**src/rtl/dbg_trace_buffer.sv**
```systemverilog
`default_nettype none
// ============================================================================
//  Module      : dbg_trace_buffer
//  Description : Captures per-step CPU debug records {op, b, a, inst} into a
//                small FIFO and plays the head record back one byte at a time
//                on an 8-bit LED bank, selected by SEL.
//  Ports       : CLK, RST (sync, active high)
//                cap_en, dbg_inst, dbg_a, dbg_b, dbg_op : capture side
//                rd_next                                : pop the head record
//                SEL -> LED                             : byte viewer
//                empty, full, count, overflow           : FIFO status
//  Revision    : 1.0  initial release
// ============================================================================
module dbg_trace_buffer #(
    parameter int DEPTH_LOG2 = 3
) (
    input  logic                  CLK,
    input  logic                  RST,
    input  logic                  cap_en,
    input  logic [31:0]           dbg_inst,
    input  logic [31:0]           dbg_a,
    input  logic [31:0]           dbg_b,
    input  logic [2:0]            dbg_op,
    input  logic                  rd_next,
    input  logic [2:0]            SEL,
    output logic [7:0]            LED,
    output logic                  empty,
    output logic                  full,
    output logic [DEPTH_LOG2:0]   count,
    output logic                  overflow
);

    localparam int                  c_DEPTH    = 1 << DEPTH_LOG2;
    localparam int                  c_REC_W    = 99;
    localparam logic [DEPTH_LOG2:0] c_FULL_CNT = c_DEPTH[DEPTH_LOG2:0];
    localparam logic [DEPTH_LOG2:0] c_CNT_ONE  = 1;
    localparam logic [DEPTH_LOG2-1:0] c_PTR_ONE = 1;

    // Record storage; contents are deliberately not reset.
    logic [c_REC_W-1:0]    r_mem [c_DEPTH];

    logic [DEPTH_LOG2-1:0] r_wp_q, w_wp_d;
    logic [DEPTH_LOG2-1:0] r_rp_q, w_rp_d;
    logic [DEPTH_LOG2:0]   r_count_q, w_count_d;
    logic                  r_empty_q, w_empty_d;
    logic                  r_full_q, w_full_d;
    logic                  r_overflow_q, w_overflow_d;
    logic [7:0]            r_led_q, w_led_d;

    logic                  w_pop;
    logic                  w_wr;
    logic                  w_drop;
    logic [c_REC_W-1:0]    w_head;
    logic [c_REC_W-1:0]    w_record;
    logic                  w_unused;

    assign w_record = {dbg_op, dbg_b, dbg_a, dbg_inst};
    assign w_head   = r_mem[r_rp_q];
    // Upper operand bits are stored but never shown on the LED bank.
    assign w_unused = ^{w_head[95:72], w_head[63:40]};

    always_comb begin
        // A pop while full frees the slot the same-cycle capture needs.
        w_pop        = rd_next & ~r_empty_q;
        w_wr         = cap_en & (~r_full_q | w_pop);
        w_drop       = cap_en & r_full_q & ~rd_next;

        w_wp_d       = w_wr  ? r_wp_q + c_PTR_ONE : r_wp_q;
        w_rp_d       = w_pop ? r_rp_q + c_PTR_ONE : r_rp_q;

        w_count_d    = r_count_q;
        if (w_wr && !w_pop) begin
            w_count_d = r_count_q + c_CNT_ONE;
        end else if (w_pop && !w_wr) begin
            w_count_d = r_count_q - c_CNT_ONE;
        end

        w_empty_d    = (w_count_d == '0);
        w_full_d     = (w_count_d == c_FULL_CNT);
        w_overflow_d = r_overflow_q | w_drop;

        // Viewer mux uses pre-edge head/status; record bytes blank when empty.
        w_led_d = 8'h00;
        if (SEL == 3'd7) begin
            w_led_d = {r_overflow_q, 7'(r_count_q)};
        end else if (!r_empty_q) begin
            case (SEL)
                3'd0:    w_led_d = w_head[7:0];
                3'd1:    w_led_d = w_head[15:8];
                3'd2:    w_led_d = w_head[23:16];
                3'd3:    w_led_d = w_head[31:24];
                3'd4:    w_led_d = w_head[39:32];
                3'd5:    w_led_d = w_head[71:64];
                3'd6:    w_led_d = {5'b0, w_head[98:96]};
                default: w_led_d = 8'h00;
            endcase
        end
    end

    always_ff @(posedge CLK) begin
        if (RST) begin
            r_wp_q       <= '0;
            r_rp_q       <= '0;
            r_count_q    <= '0;
            r_empty_q    <= 1'b1;
            r_full_q     <= 1'b0;
            r_overflow_q <= 1'b0;
            r_led_q      <= 8'h00;
        end else begin
            r_wp_q       <= w_wp_d;
            r_rp_q       <= w_rp_d;
            r_count_q    <= w_count_d;
            r_empty_q    <= w_empty_d;
            r_full_q     <= w_full_d;
            r_overflow_q <= w_overflow_d;
            r_led_q      <= w_led_d;
        end
    end

    // Reset suppresses a same-cycle write.
    always_ff @(posedge CLK) begin
        if (!RST && w_wr) begin
            r_mem[r_wp_q] <= w_record;
        end
    end

    assign LED      = r_led_q;
    assign empty    = r_empty_q;
    assign full     = r_full_q;
    assign count    = r_count_q;
    assign overflow = r_overflow_q;

endmodule
`default_nettype wire

```
**config.mk**
```make
export PLATFORM = sky130hd
export DESIGN_NAME = dbg_trace_buffer
export DESIGN_NICKNAME = d
export VERILOG_FILES = /design/src/rtl/dbg_trace_buffer.sv
export SDC_FILE = /design/constraint.sdc
export NUM_CORES = 1
export LEC_CHECK = 0
export CAP_MARGIN = 25
export CORE_ASPECT_RATIO = 0.5
export CORE_UTILIZATION = 25
export CTS_BUF_LIST = sky130_fd_sc_hd__clkbuf_8
export CTS_CLUSTER_SIZE = 10
export DETAILED_ROUTE_END_ITERATION = 10
export SYNTH_ARGS = -nofsm -noshare
export SYNTH_HDL_FRONTEND = slang
export SYNTH_SLANG_ARGS = --single-unit
```
**constraint.sdc**
```tcl
create_clock -name CLK -period 11.3 [get_ports CLK]
set_input_delay 1.13 -clock CLK [delete_from_list [all_inputs] [get_ports CLK]]
set_output_delay 1.13 -clock CLK [all_outputs]
set_load 0.01 [all_outputs]
```
Word level (Yosys, flattened, before mapping)
Memories as Yosys holds them, arrays and structs flattened. A register that Yosys moved wholly into a read port is not among the register bits.
Cells that the tools add are included.
- multipliers: 0
- eq/ne operators: 8
- order comparisons: 0
- mux-type cells: 9
- $add $sub $neg: 4
- bitwise logic cells: 9
- reductions and logical operators: 9
- div/mod/pow operators: 0
- shift operators: 0
- operators with widths (kind ; number):
    $pmux 8 s7 ; 1
    $mux 8 ; 2
    $eq 3x3->1 const B ; 4
    $mux 4 ; 2
    $add 3x1->3 const B ; 2
    $eq 3x2->1 const B ; 2
    $mux 3 ; 2
    $add 4x1->4 const B ; 1
    $and 1x1->1 ; 4
    $eq 4x4->1 const B ; 1
    $logic_not 4->1 ; 1
    $sub 4x1->4 const B ; 1
    $eq 3x1->1 const B ; 1
    $logic_and 1x1->1 ; 3
    $logic_not 1->1 ; 3
    $logic_not 3->1 ; 1
    $not 1->1 ; 3
    $reduce_or 3->1 ; 1
    $mux 1 ; 2
    $or 1x1->1 ; 2
- bits in latches: 0
- word-level logic and storage cells: 48
- memories kept: 1
- output and inout port bits: 15
- bits in read-only memories: 0
- register bits after elaboration: 21
- memory bits (writable): 792
- bits of input ports: 106
- memories (memory ; depth ; bits a word ; rd ports ; clocked after memory_dff ; write ports ; line ; source):
    r_mem ; 8 ; 99 ; 1 ; 1 ; 1 ; 40 ; logic [c_REC_W-1:0] r_mem [c_DEPTH];

Depth between registers and ports, before layout
- depth after elaboration: 9
- mapped depth: 7
- mapped depth without buffers: 6

Worst setup path after synthesis
Ideal clock, no wire load.
- kind: input to register
- from: input port cap_en
- to: memory r_mem[0][0], enable pin
- data arrival time: 6857 ps
- cell stages on the path: 3
- setup slack: 3839 ps
- data required time: 10696 ps
- path buffers: 1
- path through: buf_1 > nand2_1 > nor4b_1
- word-level cells in the longest chain between the ends: 4
- RTL lines (what ; line ; source):
    start, declared ; 19 ; input logic cap_en,
    $and 1x1->1 ; 65 ; w_wr = cap_en & (~r_full_q | w_pop);
    $logic_and 1x1->1 ; 122 ; if (!RST && w_wr) begin
    $mux 1 ; 122 ;
    $mux 1 (implied by the code) ; 123 ; r_mem[r_wp_q] <= w_record;
    end, declared ; 40 ;
Every way passes these cells.

Worst setup path in the final report
- from: input port cap_en
- to: memory r_mem[4][19], enable pin
Same word-level chain as after synthesis.

==> reports/metrics.cfg <==
[outcome]
status=finished, violations left
violations=design-rule violations

[worst_setup_path]
path_delay_family=buffers and inverters
critPathArrivalTime_ns=3.78
cp_data_required_time_ns=11.49
critPathKind=input pin to register
crit_path_cell_trace=clkdlybuf4s50_1 -> a21boi_0 -> nand2_1 -> nor4_2 -> buf_4
start_kind=input pin
path_buf_inv=2
critical_path.slowest_cell=buf_4
endpoint_kind=register
rrSetupSlack_ns=8.25
critical_path.max_stage_delay_ns=0.78
crit_fanout=51

[cts]
cts_resized=0
worstSkewPairLatency_ns=0.59
cts_tree=built
path_clk_slew_ns=0.06
clk_path_buf_depth=3
h-tree-depth=3
ctsRootBufferMaster=clkbuf_8
cts_setup_buffers=0
numCtsBuffers=70
clock_sinks=432
holdBufCountCts=0

[synthesis]
synth_ff_type=edfxtp_1
synth-edff-count=408
synth-seq-cells=432
avgSynthCellArea_um2=21.8
synth.yosys.seq_area_share=0.774
yosysWarnings=0
syn_inst=756
async_reset_ff_frac=0
syn_nets=866
ys_types=49
synth_area_mm2=0.0165

[routing]
drc_errors=1
drtIter0Drc=592
wl_per_cell_um=19.8
drt_wl_total_um=36000
vias=8015
drtAntennaViolNets=0
viasPerCell=4.41
dr.pass1.iters=8

[final_layout]
multi_input_area_mm2=0.00362
drive_above_1_share=0.242
final-seq-area_mm2=0.0127
final_cell_mix=edfxtp_1, mux4_2, clkbuf_8, clkdlybuf4s50_1, a22oi_1
final_util=0.301
final_area_mm2=0.0196
fin_nets=991
area_growth_syn_to_layout_pct=19.1
mostFrequentLayoutCell=edfxtp_1
final_cells=1816
fill_cells=6244

[timing]
setup_viol=0
slew_headroom=0.309
period_needed_ns=3.59
rsz0062_at_grt=false
fin_setup_tns_ns=0
holdWs_ns=0.457
hold_viol_final=0
worst_slack_ns=7.71
fmax_mhz=278
finClkSkew_ns=0.0280
final.period_utilization=0.318
max_slew.worst_pin.slew_ns=1.04
slew_violations=0

[global_routing]
grt_antenna_before_repair=1
grt_first_pass_wirelength_um=53000
overflow=0
grt_pass1_vias=8405
grt_max_degree=69
grt_use_total=0.106

[place]
io_buffers=72
place_inst=1692
dp.final_hpwl_um=19300
place_area_mm2=0.0183
gp_congestion=0.714
post-place-ws_ns=7.11

[floorplan]
rows=66
core-area_mm2=0.0650
start_util=0.253
ios=121
die_area_mm2=0.0669
die_y_um=183
die_w_um=365

[pwr]
p_total_mw=3.25
p_leak_nw=5.90
ir_drop_v=0.0000719
powerDensity_mw_per_mm2=166

[flow_run]
cap_viol_max_count=0

[worst_hold_path]
hold_path.class=register to register

state kept, by name, summed over array words and instances (netlist names), named ones only:
name and count:
r_wp_q 3, LED 8, full 1, r_mem 408
r_rp_q 3, count 4, overflow 1, empty 1
worst paths after layout:
path,from,to,depth (start not counted)
max,cap_en,r_mem[4][19]$_DFFE_PP_,5
min,r_rp_q[1]$_SDFFE_PP0P_,register,2
max reg2reg,register,LED[1]$_SDFF_PP0_,6
min reg2reg,r_rp_q[1]$_SDFFE_PP0P_,register,2
synthesized netlist by cell type, types with 2 or more instances:
cell,n,area share
a211oi_1,2,0.00091
a21oi_1,6,0.0018
a221oi_1,2,0.0011
a22oi_1,39,0.018
a2bb2oi_1,4,0.0021
a31oi_1,3,0.0011
and3b_1,2,0.0011
and4b_1,2,0.0012
buf_1,8,0.0018
buf_2,14,0.0043
buf_4,4,0.0018
buf_6,2,0.0014
clkbuf_1,9,0.0021
dfxtp_1,24,0.029
edfxtp_1,408,0.74
ha_1,4,0.0030
inv_1,4,0.00091
mux2_2,4,0.0027
mux2i_1,3,0.0018
mux4_2,102,0.14
nand2_1,22,0.0050
nand3_1,7,0.0021
nand3b_1,2,0.00091
nand4_1,8,0.0030
nor2_1,25,0.0057
nor3_1,3,0.00091
nor3b_1,2,0.00091
nor4_1,5,0.0019
nor4b_1,2,0.0011
nor4b_2,3,0.0027
nor4bb_1,5,0.0030
o21ai_0,2,0.00061
o31ai_1,2,0.00091
xnor2_1,5,0.0027
xor2_1,3,0.0016
routing by layer:
layer,vias to the layer above,track usage,part of all wire
li1,3488,-,-
met3,57,0.0191,0.064
met1,4190,0.131,0.39
met2,280,0.189,0.52
met4,0,0.0350,0.021
met5,-,0,0
cells by family (layout without fill, tap and decap cells):
family | count (synthesis) | after routing | share of synthesized area
compound gates | 67 | 67 | 0.0298
xor+xnor | 8 | 8 | 0.00426
fa+ha+maj | 4 | 4 | 0.00304
buf+inv | 41 | 216 | 0.0122
flops | 432 | 432 | 0.774
mux | 109 | 109 | 0.144
other cells | 0 | 1 | 0
simple gates | 95 | 95 | 0.0325
cell type report:
class,instances,area share
timing repair buffer,90,0.0437
sequential,432,0.650
tap,884,0.0565
clock buffer,72,0.0506
antenna,1,0.000128
inverter,4,0.000767
multi-input combinational,283,0.185
clock inverter,50,0.0128
power breakdown:
part | switching (mW) | internal, mW | leakage [nW]
Sequential | 0.0231 | 1.78 | 3.88
Combinational | 0.114 | 0.120 | 1.30
Clock | 0.591 | 0.618 | 0.720
Total | 0.728 | 2.52 | 5.90
worst min-delay path: stages (launching register included):
cell     delay, ns
dfxtp_1       0.31
nand2_1       0.05
a21oi_1       0.07
No activity file was read; power rests on OpenSTA's default activity.
==> RTL edit 1: new RTL, same flow settings <==
Make the reset (`RST`) asynchronous in one clocked block.
--- a/src/rtl/dbg_trace_buffer.sv
+++ b/src/rtl/dbg_trace_buffer.sv
@@ -97,7 +97,7 @@
         end
     end
 
-    always_ff @(posedge CLK) begin
+    always_ff @(posedge CLK or posedge RST) begin
         if (RST) begin
             r_wp_q       <= '0;
             r_rp_q       <= '0;
Check against the original RTL: differs if RST is asserted again (counterexample within 4 cycles, from zero or initial values and one cycle with RST high); with RST held inactive, the same outputs for 4 cycles.
==> RTL edit 1 against the unedited design <==
Clock skew shrank 0.0035 ns; routed wire length grew 0.75%; synthesized area grew 1.4%; design area grew 0.46%; first-iteration DRC count shrank 11%; final cell count grew 3.9%; sequential cell count shrank 3; non-clock buffer count shrank 2; worst setup slack lost 0.091 ns; synthesized cell count grew 9.5%; maximum frequency shrank 2.5%; largest cell class unchanged.
Power is not compared: it rests on default switching activity, and its combinational part moved more than twofold at a synthesized area within 25%.
==> RTL edit 1: results (changes against the unedited design) <==
Parameter                              Value

Run status
  Result of the run ... complete, no violations (was finished with violations)

Yosys
  Instance count of the mapped netlist ... 828 (was 756)
  Fraction of registers with async set or reset after synthesis ... 4.90% (was 0%)
  Commonest cells post-synth ... 408 x sky130_fd_sc_hd__edfxtp_1, 90 x sky130_fd_sc_hd__mux2i_1, 65 x sky130_fd_sc_hd__mux4_2, 35 x sky130_fd_sc_hd__nand2_1, 22 x sky130_fd_sc_hd__a22oi_1 (was 408 x sky130_fd_sc_hd__edfxtp_1, 102 x sky130_fd_sc_hd__mux4_2, 39 x sky130_fd_sc_hd__a22oi_1, 25 x sky130_fd_sc_hd__nor2_1, 24 x sky130_fd_sc_hd__dfxtp_1)
  Share of synthesized area occupied by flip-flops and latches ... 76.6% (was 77.4%)
  Most area-consuming cells after synthesis ... sky130_fd_sc_hd__edfxtp_1 73%, sky130_fd_sc_hd__mux4_2 8.8%, sky130_fd_sc_hd__mux2i_1 5.4% (was sky130_fd_sc_hd__edfxtp_1 74%, sky130_fd_sc_hd__mux4_2 14%, sky130_fd_sc_hd__dfxtp_1 2.9%)
  Count of unique library cells instantiated by Yosys ... 48 (was 49)
  Post-Syn Nets ... 938 (was 866)

Layout
  Fraction of layout instances using a drive strength above 1 ... 18.6% (was 24.2%)
  Filler cell count in the final layout ... 6,279 (was 6,244)
  Final core utilization ... 30.0% (was 30.1%)

Global routing
  Number of antenna violations at the first check in global routing ... 2 (was 1)
  Global-route usage over all layers ... 10.7% (was 10.6%)
  Number of global-route vias before repair ... 8,584 (was 8,405)
  Largest net degree at the start of global routing ... 109 (was 69)
  Met3 layer usage reported by global route ... 2.05% (was 1.91%)
  Global-route track usage on met1 ... 11.9% (was 13.1%)
  Met2 Track Usage GR ... 20.1% (was 18.9%)

Detailed routing
  Number of DRC markers in iteration 0 ... 525 (was 592)
  Vias after detailed routing ... 8,148 (was 8,015)
  Detailed-route wire length per cell ... 19.3 µm (was 19.8 µm)

Critical path
  Register-to-register setup slack ... 7.61 ns (was 8.25 ns)
  Setup crit end ... LED[1] (was r_mem[4][19])
  Largest delay share family, worst path ... simple AND/OR/NAND/NOR gates (was buffers and inverters)
  CP max FO ... 64 (was 51)
  Data arrival time at the worst-slack endpoint ... 4.07 ns (was 3.78 ns)

STA
  Peak clock frequency supported by timing ... 271 MHz (was 278 MHz)
  Post-route worst hold slack ... 0.513 ns (was 0.457 ns)
  Post-route clock skew ... 0.0246 ns (was 0.0280 ns)

Placed design
  Placed standard-cell area ... 18,400 µm² (was 18,300 µm²)
  Detailed-placement wirelength estimate ... 19,500 µm (was 19,300 µm)
  Placed cell count ... 1,756 (was 1,692)

Clock tree
  Clock buffers created by TritonCTS ... 69 (was 70)
[RTL edit 1: changes by cell type in the layout (fill, tap and decap cells not counted), sizes merged, moves of 12 or more]
| cell | before | now |
|---|---|---|
| mux4 | 102 | 65 |
| dfxtp | 24 | 0 |
| a22oi | 39 | 22 |
| mux2i | 3 | 90 |
| nor2 | 25 | 13 |
| dfrtp | 0 | 20 |
| nand2 | 22 | 35 |
| o22ai | 0 | 13 |
[RTL edit 1: power by group through the flow]
| stage | Clock (mW) | Combinational [mW] | Sequential, mW |
|---|---|---|---|
| 6_report | 1.20 | 1.10 | 2.01 |
| 5_1_grt | 1.31 | 1.19 | 2.03 |
| 4_1_cts | 1.23 | 1.11 | 2.01 |
| 3_5_place_dp | 0 | 1.11 | 2.05 |
| 3_3_place_gp | 0 | 1.10 | 2.03 |
| 2_1_floorplan | 0 | 0.848 | 1.99 |
[RTL edit 1: metal layers]
layer	part of all wire [%]	up-vias	routed length [µm]
li1	-	3652	-
met1	39	4205	14100
met2	54	224	19700
met3	4.3	67	1570
met4	2.5	0	900
met5	0	-	0
[RTL edit 1: cell families (layout without fill, tap and decap cells)]
kind of cell	Yosys count	in the layout	share of synthesized area, %
flip-flops	429	429	76.6
multiplexers	159	159	14.4
AO/OA/AOI/OAI	93	93	3.71
AND/OR/NAND/NOR	87	87	2.61
buffers and inverters	49	221	1.94
XOR/XNOR	7	7	0.368
adder cells (fa/ha/maj)	4	4	0.300
other	0	2	0
[RTL edit 1: layout make-up]
| class | count | area share (%) |
|---|---|---|
| timing repair buffer | 88 | 4.41 |
| clock buffer | 74 | 5.18 |
| sequential | 429 | 65.0 |
| clock inverter | 52 | 1.26 |
| tap | 884 | 5.62 |
| inverter | 7 | 0.134 |
| antenna | 2 | 0.0254 |
| multi-input combinational | 350 | 18.4 |
==> RTL edit 2: new RTL, config.mk and constraints unchanged <==
Without the edit above. The output `LED` loses its register stage (`r_led_q` becomes a continuous assignment).
--- a/src/rtl/dbg_trace_buffer.sv
+++ b/src/rtl/dbg_trace_buffer.sv
@@ -105,7 +105,6 @@
             r_empty_q    <= 1'b1;
             r_full_q     <= 1'b0;
             r_overflow_q <= 1'b0;
-            r_led_q      <= 8'h00;
         end else begin
             r_wp_q       <= w_wp_d;
             r_rp_q       <= w_rp_d;
@@ -113,9 +112,10 @@
             r_empty_q    <= w_empty_d;
             r_full_q     <= w_full_d;
             r_overflow_q <= w_overflow_d;
-            r_led_q      <= w_led_d;
         end
     end
+
+    assign r_led_q = w_led_d;
 
     // Reset suppresses a same-cycle write.
     always_ff @(posedge CLK) begin
Formal check against the unedited RTL: not equivalent (a bounded check fails within 4 cycles, from zero or initial values and one cycle with RST high).
==> RTL edit 2 against the unedited design <==
Sequential share of layout area down 0.83 points; combinational power grew 18%; sequential cell count shrank 8; first-iteration DRC count grew 1.4%; power grew 0.57%; synthesized area up 0.65%; design area hardly changed; clock power hardly changed; hold slack better by 0.036 ns; critical path type is now reg2out; critical endpoint is now LED[2]; worst setup slack worse by 1.8 ns; routed wire length increased by 0.94%; largest cell class unchanged.
==> RTL edit 2: results (changes against the unedited design) <==
Parameter                              Value

Run status
  Result of the run ... complete, no violations (was finished with violations)

Layout
  Non-Clock Buffer Count ... 85 (was 90)
  Total inserted antenna cells ... 0 (was 1)
  Fraction of layout instances using a drive strength above 1 ... 17.4% (was 24.2%)
  Filler cell count in the final layout ... 6,364 (was 6,244)
  Final core utilization ... 30.0% (was 30.1%)
  Multi-input gate count ... 373 (was 283)
  Number of logic inverters in the finished layout ... 6 (was 4)
  Non-clock buffering overhead in the final layout ... 4.42% (was 4.37%)
  Portion of the layout cell area used by clock cells ... 6.43% (was 6.34%)
  Multi-input gate area in the final layout ... 3760 µm² (was 3620 µm²)
  Net count of the finished layout ... 1,069 (was 991)
  Storage cell area ... 12,600 µm² (was 12,700 µm²)

Pwr
  VDD IR-drop max ... 0.0000690 V (was 0.0000719 V)
  Net switching power ... 0.742 mW (was 0.728 mW)

Placed design
  Pre-CTS setup slack ... 5.97 ns (was 7.11 ns)
  Placer's final routability congestion estimate ... 0.743 (was 0.714)
  Placed standard-cell area ... 18,300 µm² (about the same)
  Detailed-placement wirelength estimate ... 19,800 µm (was 19,300 µm)

Detailed routing
  Number of iterations in the first detailed-routing pass ... 5 (was 8)
  Wire length on met1 ... 14,300 µm (was 14,100 µm)
  Detailed-routed wire length on met3 ... 1580 µm (was 2300 µm)
  Detailed-route wire length per cell ... 19.2 µm (was 19.8 µm)
  Number of vias per cell ... 4.37 (was 4.41)

Yosys
  Synthesized flop and latch total ... 424 (was 432)
  Share of synthesized area occupied by flip-flops and latches ... 75.9% (was 77.4%)
  Most area-consuming cells after synthesis ... sky130_fd_sc_hd__edfxtp_1 74%, sky130_fd_sc_hd__mux4_2 8.6%, sky130_fd_sc_hd__mux2i_1 6.2% (was sky130_fd_sc_hd__edfxtp_1 74%, sky130_fd_sc_hd__mux4_2 14%, sky130_fd_sc_hd__dfxtp_1 2.9%)

Global routing
  Largest net degree at the start of global routing ... 63 (was 69)
  Number of global-route vias before repair ... 8,684 (was 8,405)
  Number of antenna violations at the first check in global routing ... 0 (was 1)
  Met3 layer usage reported by global route ... 1.45% (was 1.91%)
  Global-route usage over all layers ... 10.6% (about the same)

Critical path
  CP max FO ... 62 (was 51)
  Crit path largest cell delay ... 0.96 ns (was 0.78 ns)

Clock tree
  Clock buffers created by TritonCTS ... 69 (was 70)

Floorplanning
  Die Area ... 67,300 µm² (was 66,900 µm²)

STA
  Slew HR ... 29.4% (was 30.9%)
  Post-route clock skew ... 0.0124 ns (was 0.0280 ns)
## RTL edit 2: cell count changes after synthesis, moves of 7 or more
cell | before | now
sky130_fd_sc_hd__mux2i_1 | 3 | 103
sky130_fd_sc_hd__mux4_2 | 102 | 63
sky130_fd_sc_hd__nand2_1 | 22 | 39
sky130_fd_sc_hd__a22oi_1 | 39 | 24
sky130_fd_sc_hd__o22ai_1 | 0 | 14
sky130_fd_sc_hd__a21oi_1 | 6 | 18
sky130_fd_sc_hd__dfxtp_1 | 24 | 16
sky130_fd_sc_hd__nand3_1 | 7 | 15
sky130_fd_sc_hd__buf_4 | 4 | 11
sky130_fd_sc_hd__clkbuf_1 | 9 | 16
sky130_fd_sc_hd__nor2_1 | 25 | 18
## RTL edit 2: final timing paths
check / slack (ns) / endpoint / startpoint / depth (start not counted)
max: 5.88 / LED[2] / register / 9
min reg2reg: 0.49 / register / r_rp_q[1] / 2
min: 0.49 / register / r_rp_q[1] / 2
max reg2reg: 8.50 / r_mem[7][37] / empty / 5
## RTL edit 2: power by group through the flow
stage,clock (mW),combinational (mW),sequential [mW]
floorplan,0,0.186,1.80
detailed placement,0,0.273,1.82
global placement,0,0.266,1.81
finish,1.21,0.276,1.78
global route,1.31,0.296,1.79
CTS,1.24,0.274,1.79
## RTL edit 2: cells by family after synthesis
| group | Yosys count | share of synthesized area [%] |
|---|---|---|
| adder cells (fa/ha/maj) | 4 | 0.302 |
| multiplexers | 166 | 14.8 |
| flip-flops | 424 | 75.9 |
| AND/OR/NAND/NOR | 107 | 3.23 |
| AO/OA/AOI/OAI | 89 | 3.61 |
| buffers and inverters | 55 | 1.76 |
| XOR/XNOR | 7 | 0.370 |
